<file path="src/rtl/aes_key_sched_ctrl.sv">
// AES-128 key-schedule sequencer: drives key_exp through rounds 0..NR, buffers every
// round key, then serves single-cycle random-access reads (1-cycle read latency).
module aes_key_sched_ctrl #(
    parameter int NR = 10
) (
    input  logic         clk,
    input  logic         rst_n,
    input  logic         start,
    input  logic         abort,
    input  logic [127:0] key,
    output logic         ke_en,
    output logic [3:0]   ke_kcnt,
    output logic [127:0] ke_key,
    input  logic         ke_done,
    input  logic [127:0] ke_w,
    input  logic         rk_rd,
    input  logic [3:0]   rk_idx,
    output logic         rk_valid,
    output logic [127:0] rk_data,
    output logic         rk_err,
    output logic         busy,
    output logic         keys_ready
);

    localparam logic [3:0] NR_L = 4'(NR);

    typedef enum logic [1:0] {
        S_IDLE,
        S_ISSUE,
        S_DRAIN,
        S_READY
    } state_t;

    state_t         r_state;
    logic           r_ke_en;
    logic [3:0]     r_ke_kcnt;
    logic [127:0]   r_ke_key;
    logic [3:0]     r_cap_cnt;
    logic [127:0]   r_buf [0:NR];
    logic           r_rk_valid;
    logic [127:0]   r_rk_data;
    logic           r_rk_err;
    logic           r_busy;
    logic           r_keys_ready;

    logic           w_cap;
    logic           w_rd_ok;
    logic           w_idx_bad;
    logic [127:0]   w_rd_data;

    // key_exp results arriving while idle (e.g. the tail of an aborted run) are dropped
    assign w_cap     = r_busy && ke_done && (r_cap_cnt <= NR_L);
    assign w_rd_ok   = rk_rd && r_keys_ready;
    assign w_idx_bad = (rk_idx > NR_L);

    always_comb begin
        w_rd_data = '0;
        for (int i = 0; i <= NR; i++) begin
            if (rk_idx == 4'(i)) begin
                w_rd_data = r_buf[i];
            end
        end
    end

    always_ff @(posedge clk or negedge rst_n) begin
        if (!rst_n) begin
            r_state      <= S_IDLE;
            r_ke_en      <= 1'b0;
            r_ke_kcnt    <= '0;
            r_ke_key     <= '0;
            r_cap_cnt    <= '0;
            r_rk_valid   <= 1'b0;
            r_rk_data    <= '0;
            r_rk_err     <= 1'b0;
            r_busy       <= 1'b0;
            r_keys_ready <= 1'b0;
            for (int i = 0; i <= NR; i++) begin
                r_buf[i] <= '0;
            end
        end else begin
            // Reads use the pre-edge keys_ready, so a read alongside a restart still sees the old schedule
            r_rk_valid <= w_rd_ok;
            r_rk_err   <= w_rd_ok && w_idx_bad;
            r_rk_data  <= (w_rd_ok && !w_idx_bad) ? w_rd_data : '0;

            if (w_cap) begin
                for (int i = 0; i <= NR; i++) begin
                    if (r_cap_cnt == 4'(i)) begin
                        r_buf[i] <= ke_w;
                    end
                end
                r_cap_cnt <= r_cap_cnt + 4'd1;
            end

            case (r_state)
                S_IDLE, S_READY: begin
                    if (start && !abort) begin
                        r_ke_key     <= key;
                        r_ke_en      <= 1'b1;
                        r_ke_kcnt    <= '0;
                        r_cap_cnt    <= '0;
                        r_busy       <= 1'b1;
                        r_keys_ready <= 1'b0;
                        r_state      <= S_ISSUE;
                    end
                end
                S_ISSUE: begin
                    if (abort) begin
                        r_ke_en      <= 1'b0;
                        r_ke_kcnt    <= '0;
                        r_cap_cnt    <= '0;
                        r_busy       <= 1'b0;
                        r_keys_ready <= 1'b0;
                        r_state      <= S_IDLE;
                    end else if (r_ke_kcnt == NR_L) begin
                        r_ke_en <= 1'b0;
                        r_state <= S_DRAIN;
                    end else begin
                        r_ke_kcnt <= r_ke_kcnt + 4'd1;
                    end
                end
                S_DRAIN: begin
                    if (abort) begin
                        r_ke_en      <= 1'b0;
                        r_ke_kcnt    <= '0;
                        r_cap_cnt    <= '0;
                        r_busy       <= 1'b0;
                        r_keys_ready <= 1'b0;
                        r_state      <= S_IDLE;
                    end else if (w_cap && (r_cap_cnt == NR_L)) begin
                        r_busy       <= 1'b0;
                        r_keys_ready <= 1'b1;
                        r_state      <= S_READY;
                    end
                end
                default: begin
                    r_state <= S_IDLE;
                end
            endcase
        end
    end

    assign ke_en      = r_ke_en;
    assign ke_kcnt    = r_ke_kcnt;
    assign ke_key     = r_ke_key;
    assign rk_valid   = r_rk_valid;
    assign rk_data    = r_rk_data;
    assign rk_err     = r_rk_err;
    assign busy       = r_busy;
    assign keys_ready = r_keys_ready;

endmodule

</file>
<file path="config.mk">
export PLATFORM = sky130hd
export DESIGN_NAME = aes_key_sched_ctrl
export DESIGN_NICKNAME = d
export VERILOG_FILES = /design/src/rtl/aes_key_sched_ctrl.sv
export SDC_FILE = /design/constraint.sdc
export NUM_CORES = 2
export LEC_CHECK = 0
export CAP_MARGIN = 25
export CELL_PAD_IN_SITES_DETAIL_PLACEMENT = 0
export CELL_PAD_IN_SITES_GLOBAL_PLACEMENT = 1
export CORE_UTILIZATION = 49
export CTS_CLUSTER_SIZE = 8
export DETAILED_ROUTE_END_ITERATION = 12
export GPL_TIMING_DRIVEN = 0
export PLACE_DENSITY = 0.82
export SETUP_SLACK_MARGIN = 0.4
export SLEW_MARGIN = 10
export SYNTH_ARGS = -nofsm -noshare
export SYNTH_HDL_FRONTEND = slang
export SYNTH_SLANG_ARGS = --single-unit
</file>
<file path="constraint.sdc">
create_clock -name clk -period 2.28 [get_ports clk]
set_input_delay 0.342 -clock clk [delete_from_list [all_inputs] [get_ports clk]]
set_output_delay 0.342 -clock clk [all_outputs]
set_load 0.005 [all_outputs]
</file>
[Yosys cells after proc, flatten, opt, wreduce, memory -nomap -nowiden]
Index checks and enable logic that the tools add are counted.
Cells by class
  reduce and logical (&&, ||, !) cells: 30
  magnitude comparators: 2
  multiplexer cells: 39
  add/subtract/negate cells: 2
  equal/unequal tests: 30
Operator list (number)
  $mux 128: 12
  $eq 4x3->1 const B: 8
  $eq 4x4->1 const B: 7
  $mux 4: 7
  $reduce_and 2->1: 12
  $eq 4x2->1 const B: 4
  $pmux 4 s3: 1
  $reduce_and 3->1: 4
  $mux 2: 5
  $mux 1: 9
  $ne 3x3->1 const B: 3
  $pmux 1 s3: 3
  $add 4x1->4 const B: 2
  $eq 4x1->1 const B: 2
  $logic_not 4->1: 2
  $pmux 4 s2: 1
  $logic_and 1x1->1: 7
  $ne 2x2->1 const B: 3
  $pmux 2 s3: 1
  $eq 2x2->1 const B: 2
  $gt 4x4->1 const B: 1
  $le 4x4->1 const B: 1
  $reduce_or 2->1: 2
  $eq 2x1->1 const B: 1
  2 further kinds: 3
Word-level totals
  output and inout port bits: 265
  input bits: 266
  word-level logic and storage cells: 124
  register bits: 1679

[Depth between registers and ports, before layout]
  word-level depth: 13
  depth in mapped cells: 9
  gate-level depth less buffers: 7

[Worst setup path before layout]
OpenSTA, ideal clock, no wires.
  kind: reg-to-reg
  from: register r_cap_cnt[0]
  to: register r_buf[235] (netlist bit)
  required time: 2.155 ns
  setup time: 0.125 ns
  data arrival time: 1.821 ns
  cell stages (with the launch flop): 9
  buffers on the path: 2
  setup slack: 0.334 ns
  cells stage by stage: dfrtp_1 > inv_1 > ha_1 > nor2b_1 > nor4b_1 > nand2_1 > buf_2 > buf_2 > mux2_2
Between the ends
  word-level cells in the longest chain between the ends: 3
  elaborated cells on any way between the ends: 4
  those cells by class: order compare: 1; eq/ne: 1; reduce/logical: 2
Ends and longest elaborated chain
  start: declaration: line 38  | logic [3:0] r_cap_cnt;
  start signal: assignment: line 92  | r_cap_cnt <= r_cap_cnt + 4'd1;
  $le 4x4->1: line 52  | assign w_cap = r_busy && ke_done && (r_cap_cnt <= NR_L);
  $logic_and 1x1->1: line 52
  $reduce_and 2->1 (no line) *
  end signal: indexed assignment: line 89  | r_buf[i] <= ke_w;
  end: declaration: line 39  | logic [127:0] r_buf [0:NR];
Every way passes the cells marked *; elsewhere a longest branch is shown, timed or not.
A chain may end at the register's enable or synchronous reset.

[Final worst setup path]
  from: register r_cap_cnt[0]
  to: register r_buf[306] (netlist bit)
Same word-level chain as after synthesis.

==> impl_metrics.ini <==
[outcome]
status = finished with violations
violations = negative hold slack

[critical_path]
r2r-start = r_cap_cnt[0]
cp_data_arrival_time_ns = 2.95
crit_path_start = r_cap_cnt[0]
path_max_fanout = 6
startpoint_type = register
cp.required_ns = 2.96
endpoint_kind = register
criticalPathCategory = reg2reg

[sta]
maxSlewViolCount = 0
worst_pin_slew_ns = 0.9119
finClkSkew_ns = 0.05407
rsz0062_at_grt = true
setup_viol = 0
finalSetupTns_ns = 0
slew-limit-headroom_pct = 39.21
fin_crit_ns = 2.262
max_freq_mhz = 442.0
worst_slack_ns = 0.01750
hold_violations = 349
fin_crit_sh_pct = 99.23
whs_ns = -0.4509

[power]
combPwrFrac_pct = 18.2
power_density_nw_per_um2 = 892.8
power_mw = 81.91
power_frac_clock_pct = 36.8
power.internal_mw = 60.32
p_sw_mw = 21.59
switching_share_pct = 26.36
vdd_drop_max_mv = 0.7591
power.leakage_nw = 44.50
power_frac_seq_pct = 45.1

[die]
row_count = 142
die-area_um2 = 153300
start_util_pct = 49.51
core_um2 = 150100
ioPinCount = 531
die_h_um = 391.5
die_w_um = 391.5

[clocking]
cts_root_buf = clkbuf_16
clockBufferDepth = 3
clock_sinks = 1679
h-tree-depth = 4
insertion_delay_ns = 0.85
numCtsBuffers = 228
clk_pin_slew_ns = 0.05
cts_tree = built

[logic_synthesis]
synthCells = 5539
yosys-top-cells-count = dfrtp_1 (1679), mux2_2 (1661), clkbuf_1 (311)
synth_top_area_share_pct = 56.52
async_flop_share_pct = 100.0
yosysSeqAreaShare_pct = 56.52
syn_avg_cell_area_um2 = 13.42
yosysWarnings = 0
synthTopCellsByArea = dfrtp_1 (57%), mux2_2 (25%), mux2i_1 (3.4%)
ys_ff_latch = 1679
yosysUniqueCellTypes = 49
yosysTopAreaCell = dfrtp_1
synthFlopType = dfrtp_1
synth_enable_flop_cells = 0
yosysMostFrequentCell = dfrtp_1
syn_area_um2 = 74340
synth_fp_nets = 5813

[worst_hold_path]
hold_class = in2async

[route]
drtPass1Iterations = 6
drc = 0
vias = 50130
avgRoutedWirePerCell_um = 26.27
drt-total-wl_um = 222100
drt_iter0_markers = 4050
ant_nets = 0
viasPerCell = 5.928

[global_routing]
first_global_vias = 51640
grt_first_pass_wirelength_um = 326900
grt_max_degree = 161
grt_use_total_pct = 28.46
grt_overflow = 0
antenna_found_initial = 28

[run]
maxCapViolations = 0

[finish]
fillerInstances = 11620
finalInstanceArea_um2 = 91750
finalNetCount = 6688
drive_gt1_share_pct = 37.18
area_growth_pct = 23.42

[place]
io_buffers = 529
pre_cts_ws_ns = -1.506
gp_congestion = 0.9268
placed_cell_area_um2 = 82700
dp_hpwl_um = 152000
==> stage by stage <==
stage               std cells  util, %
finish                   8456    61.11
global route             8448    61.10
CTS                      8397    60.18
detailed placement       8105    55.09
global placement         8084    54.72
floorplan                5539        -
==> power groups by stage <==
stage	sequential, mW	clock (mW)	combinational (mW)
finish	36.9	30.1	14.9
CTS	36.8	30.6	14.8
detailed placement	37.3	0	14.8
global placement	37.3	0	14.0
floorplan	36.7	0	8.26
global route	37.4	31.8	15.9
==> cell families after synthesis <==
| group | after synthesis | share of synthesized area (%) |
|---|---|---|
| buffers and inverters | 700 | 4.117 |
| adders and majority gates | 8 | 0.1347 |
| DFF | 1679 | 56.52 |
| xor gates and xnor gates | 3 | 0.03535 |
| AOI/OAI and AO/OA | 906 | 8.278 |
| muxes | 1920 | 28.73 |
| and+or+nand+nor | 323 | 2.180 |
==> flip-flops by register name, summed over array words and instances, names as in the netlist <==
register and count:
ke_kcnt 4, ke_en 1, r_cap_cnt 4, r_state 2
rk_valid 1, keys_ready 1, rk_err 1, ke_key 128
r_buf 1408, rk_data 128, busy 1
==> layout make-up <==
| class | count | area [µm²] | share of cell area, % |
|---|---|---|---|
| antenna | 9 | 22.52 | 0.02455 |
| buffer | 564 | 3747 | 4.084 |
| clock buffer | 236 | 5841 | 6.366 |
| clock inverter | 11 | 205.2 | 0.2237 |
| inverter | 136 | 510.5 | 0.5564 |
| multi-input combinational | 3160 | 29380 | 32.02 |
| sequential | 1679 | 42030 | 45.81 |
| tap | 2016 | 2522 | 2.749 |
| timing repair buffer | 645 | 7488 | 8.162 |
==> routing by layer <==
metal / share of wire, % / vias up / global-route usage, %
met2: 46 / 1631 / 44.25
met1: 43 / 26170 / 39.82
met5: 0.032 / - / 0
li1: - / 21960 / -
met3: 7.5 / 360 / 6.285
met4: 2.9 / 10 / 8.642
==> worst paths after layout <==
path                                      to  slack [ns]  cells past startpoint
worst max-delay path              r_buf[306]        0.02                      9
worst min-delay path            rk_data[104]       -0.45                      2
worst max register to register    r_buf[306]        0.02                      9
worst min register to register     r_buf[17]        0.50                      1
max in group asynchronous         r_buf[663]        0.78                      6
min in group clk                  ke_key[93]        0.11                      2
==> placed cells by master, fill, tap and decap left out, drive strengths merged, types with 3 or more instances in the layout <==
| cell type | count |
|---|---|
| a21oi | 4 |
| a222oi | 124 |
| a22o | 125 |
| a31oi | 125 |
| and2 | 3 |
| and3 | 125 |
| buf | 340 |
| clkbuf | 573 |
| clkdlybuf4s15 | 3 |
| clkdlybuf4s50 | 455 |
| clkinv | 6 |
| dfrtp | 1679 |
| diode | 9 |
| dlygate4sd2 | 70 |
| ha | 8 |
| inv | 141 |
| mux2 | 1661 |
| mux2i | 254 |
| mux4 | 5 |
| nand2 | 145 |
| nand2b | 6 |
| nand3 | 4 |
| nand4 | 3 |
| nor2 | 17 |
| nor2b | 9 |
| nor3 | 4 |
| o211ai | 3 |
| o21ai | 261 |
| o22ai | 249 |
| o31ai | 3 |
==> critical path, stage by stage (launching register included) <==
cell and delay [ns]:
dfrtp_1 0.40, inv_2 0.09, ha_4 0.15, nor2b_2 0.07, nor4b_4 0.38, nand2_2 0.14
clkbuf_16 0.21, buf_16 0.20, buf_12 0.16, mux2_2 0.27
==> what timing repair did <==
action | in CTS | in global routing
setup buffers | 27 | 20
hold buffers | 1 | 4
gates cloned | 17 | 26
endpoints found under the hold margin | 129 | 203
setup endpoints to repair | 2400 | 1995
gates resized for setup | 403 | 160
pin swaps | 4 | 8
Power figures use the tool's default switching activity.
